File: src/rtl/priority_encoder_pipe.sv
// priority_encoder_pipe: registered priority encoder with valid/ready handshake.
// Define ROUND_ROBIN_EN for a rotating-pointer search instead of fixed lowest-index priority.
module priority_encoder_pipe #(
  parameter int WIDTH = 8,
  localparam int IDX_W = $clog2(WIDTH)
) (
  input  logic             clk,
  input  logic             rst,
  input  logic [WIDTH-1:0] in_vec,
  input  logic             in_valid,
  output logic             in_ready,
  output logic [IDX_W-1:0] out_idx,
  output logic             out_zero,
  output logic             out_multi,
  output logic             out_valid,
  input  logic             out_ready
);
  logic             r_valid;
  logic [IDX_W-1:0] r_idx;
  logic             r_zero;
  logic             r_multi;
  logic [WIDTH-1:0] w_rot;
  logic [IDX_W-1:0] w_j;
  logic [IDX_W-1:0] w_idx;
  logic             w_zero;
  logic             w_multi;
  logic             w_take;
  assign in_ready  = !r_valid || out_ready;
  assign w_take    = in_valid && in_ready;
  assign w_zero    = ~|in_vec;
  assign w_multi   = |(in_vec & (in_vec - WIDTH'(1)));
  assign out_valid = r_valid;
  assign out_idx   = r_idx;
  assign out_zero  = r_zero;
  assign out_multi = r_multi;
  always_comb begin
    w_j = '0;
    for (int i = WIDTH - 1; i >= 0; i--)
      if (w_rot[i]) w_j = IDX_W'(i);
  end
`ifdef ROUND_ROBIN_EN
  logic [IDX_W-1:0]   r_ptr;
  logic [2*WIDTH-1:0] w_dbl;
  logic [IDX_W:0]     w_sum;
  // Rotate so the pointer position lands at bit 0, then map the hit back modulo WIDTH.
  assign w_dbl = {in_vec, in_vec} >> r_ptr;
  assign w_rot = w_dbl[WIDTH-1:0];
  assign w_sum = {1'b0, r_ptr} + {1'b0, w_j};
  assign w_idx = w_zero ? '0 :
                 (w_sum >= (IDX_W+1)'(WIDTH)) ? IDX_W'(w_sum - (IDX_W+1)'(WIDTH)) : w_sum[IDX_W-1:0];
  always_ff @(posedge clk or posedge rst) begin
    if (rst) r_ptr <= '0;
    else if (w_take && !w_zero) r_ptr <= (w_idx == IDX_W'(WIDTH - 1)) ? '0 : w_idx + IDX_W'(1);
  end
`else
  assign w_rot = in_vec;
  assign w_idx = w_j;
`endif
  always_ff @(posedge clk or posedge rst) begin
    if (rst) begin
      r_valid <= 1'b0;
      r_idx   <= '0;
      r_zero  <= 1'b0;
      r_multi <= 1'b0;
    end else if (w_take) begin
      r_valid <= 1'b1;
      r_idx   <= w_idx;
      r_zero  <= w_zero;
      r_multi <= w_multi;
    end else if (out_ready) begin
      r_valid <= 1'b0;
    end
  end
endmodule

File: config.mk
export PLATFORM = sky130hd
export DESIGN_NAME = priority_encoder_pipe
export DESIGN_NICKNAME = d
export VERILOG_FILES = /design/src/rtl/priority_encoder_pipe.sv
export SDC_FILE = /design/constraint.sdc
export NUM_CORES = 1
export LEC_CHECK = 0
export BUFFER_PORTS_ARGS = -buffer_cell sky130_fd_sc_hd__buf_2
export CAP_MARGIN = 10
export CELL_PAD_IN_SITES_DETAIL_PLACEMENT = 1
export CELL_PAD_IN_SITES_GLOBAL_PLACEMENT = 1
export CORE_AREA = 2 2 39 41
export CTS_CLUSTER_DIAMETER = 30
export DETAILED_ROUTE_END_ITERATION = 8
export DIE_AREA = 0 0 41 43
export PLACE_DENSITY = 0.74
export SLEW_MARGIN = 20
export SYNTH_ARGS = -nofsm -noshare
export SYNTH_HDL_FRONTEND = slang
export SYNTH_SLANG_ARGS = --single-unit
File: constraint.sdc
create_clock -name clk -period 1.41 [get_ports clk]
set_clock_uncertainty 0.05 [all_clocks]
set_input_delay 0.282 -clock clk [delete_from_list [all_inputs] [get_ports clk]]
set_output_delay 0.282 -clock clk [all_outputs]
set_load 0.005 [all_outputs]
==> results.json <==
{
  "status": "complete, no violations",
  "max_freq_ghz": 0.719,
  "ant_nets": 0,
  "clockBufferDepth": 2,
  "area_delta_synth_final_pct": 50.7,
  "synth_fp_nets": 50,
  "power_mw": 0.470,
  "register_area_um2": 150,
  "drive_gt1_share_pct": 44.6,
  "yosysMostFrequentCell": "dfrtp_1",
  "core_area_um2": 1380,
  "clockRootBuffer": "clkbuf_4",
  "multi_input_area_um2": 201,
  "drtIter0Drc": 3,
  "die_h_um": 43,
  "maxCapViolCount": 0,
  "synth_seq_cells": 6,
  "insertion_delay_ns": 0.25,
  "clock_sink_count": 6,
  "slew_headroom_pct": 71.9,
  "power_density_nw_per_um2": 859,
  "ir_drop_uv": 363,
  "cts.reportedPaths.clkPinSlew_ns": 0.04,
  "gp_congestion": 0.800,
  "yosys-top-cells-area": "dfrtp_1, a2111oi_4, nor3_1",
  "synthArstFlopShare_pct": 100,
  "drc": 0,
  "io_buffers": 18,
  "wl_per_cell_um": 13.8,
  "cts_tree": "done",
  "n_antenna_cell": 0,
  "dieArea_um2": 1760,
  "grt_pass1_wl_um": 1810,
  "setup_viol": 0,
  "avgViaCountPerCell": 5.15,
  "postSynthAreaPerCell_um2": 9.55,
  "endpoint_kind": "flop",
  "arrival_ns": 1.47,
  "synth_top_area_share_pct": 41.4,
  "antenna_found_initial": 0,
  "period_minus_slack_ns": 1.39,
  "required_ns": 1.49,
  "grt_pass1_vias": 429,
  "r2r_start": "out_valid$_DFFE_PP0P_",
  "hold_violations": 0,
  "finalMaxSlewViolations": 0,
  "ys.flop_type": "dfrtp_1",
  "synth_area_leader_cell": "dfrtp_1",
  "synth_area_um2": 363,
  "h-tree-depth": 1,
  "p_leak_nw": 0.251,
  "initial_core_util_pct": 26.2,
  "die_w_um": 41,
  "io_pins": 19,
  "grt_max_degree": 10,
  "cts_resized": 0,
  "grtUsageTotal_pct": 16.5,
  "synth_edf_count": 0,
  "fill_cells": 177,
  "synth.distinct_cells": 23,
  "synthTopCellsByCount": "dfrtp_1, nand2_1, nor3_1",
  "finalCritPeriodShare_pct": 98.6,
  "ys_warn_count": 0,
  "crit_path_start_kind": "primary input",
  "rows": 14,
  "hold_start": "in_valid",
  "grt_overflow": 0,
  "crit_start": "in_vec[3]",
  "hp-class": "in -> reg",
  "tightest_slew_ns": 0.411,
  "num_vias": 417,
  "cts_setup_buffers": 0,
  "path_class": "in -> reg",
  "detail_route.wirelength_um": 1110,
  "fin_tns_setup_ns": 0,
  "rsz0062_at_grt": "true",
  "num-nets-final": 79,
  "numCtsBuffers": 3,
  "critical_path.max_fanout": 3,
  "synth_cells": 38,
  "dr.pass1.iters": 2,
  "ys_seq_area_share_pct": 41.4,
  "hpwl_um": 870
}
metrics by stage:
stage | cell area (µm²) | cells | hold slack, ns | worst slack (ns) | utilization (%)
finish | 547 | 81 | 0.241 | 0.0200 | 39.5
CTS | 547 | 81 | 0.230 | 0.0190 | 39.5
detailed placement | 514 | 77 | 0.158 | -0.250 | 37.2
global placement | 514 | 77 | 0.158 | -0.227 | 37.2
floorplan | 363 | 38 | 0.0230 | -0.100 | -
global route | 547 | 81 | 0.251 | -0.0231 | 39.5
area by class of cell:
type	count	area share (%)
Inverter	2	1.37
Sequential cell	6	27.5
Tap cell	16	3.66
Clock buffer	3	4.12
Multi-Input combinational cell	29	36.8
Timing Repair Buffer	25	26.5
worst max-delay path, cell delays in order:
cell and delay, ns:
buf_2 0.10, or4_4 0.55, a2111oi_4 0.20, a211oi_1 0.07
a211o_1 0.27
cells in the final DEF, fill, tap and decap left out, drive strengths merged, types with 2 or more instances in the layout:
master	synthesis	routed
nand2	4	4
nand2b	2	2
nor3	4	4
buf	0	24
a21oi	2	2
dfrtp	6	6
clkbuf	1	3
inv	2	2
o21ai	2	2
a2111oi	2	2
layer usage:
| layer | wire length [µm] | vias to the layer above | GRT usage [%] | part of all wire [%] |
|---|---|---|---|---|
| met5 | 0 | - | 0 | 0 |
| li1 | - | 202 | - | - |
| met1 | 441 | 198 | 16.3 | 40 |
| met4 | 48 | 0 | 16.0 | 4.3 |
| met3 | 63 | 4 | 5.24 | 5.7 |
| met2 | 560 | 13 | 25.0 | 50 |
worst paths after layout:
check	end	slack, ns	cells after the start
hold reg to reg	out_idx[2]$_DFFE_PP0P_	0.43	2
setup / recovery	out_multi$_DFFE_PP0P_	0.02	5
max in group asynchronous	out_valid$_DFFE_PP0P_	0.64	3
min in group asynchronous	out_zero$_DFFE_PP0P_	0.47	3
hold / removal	out_valid$_DFFE_PP0P_	0.24	2
setup reg to reg	out_multi$_DFFE_PP0P_	0.23	4
repair_timing:
action / CTS / global route
endpoints found under the hold margin: 6 / 0
hold buffers: 1 / 0
setup endpoints to repair: 0 / 1
registers in the layout, summed over array words and instances (netlist names):
name and flops:
out_zero 1, out_valid 1, out_multi 1, out_idx 3
where the power goes:
part           switching, mW  total (mW)  internal, mW
logic                 0.0589       0.116        0.0566
registers            0.00713       0.194         0.187
clock network         0.0634       0.160        0.0963
kinds of logic (layout without fill, tap and decap cells):
group           Yosys count  count (layout)  share of synthesized area [%]
simple gates             15              15                           22.1
compound gates           13              13                           30.7
flops                     6               6                           41.4
buf+inv                   3              30                           3.10
fa+ha+maj                 1               1                           2.76
No activity file was read; power rests on OpenSTA's default activity.
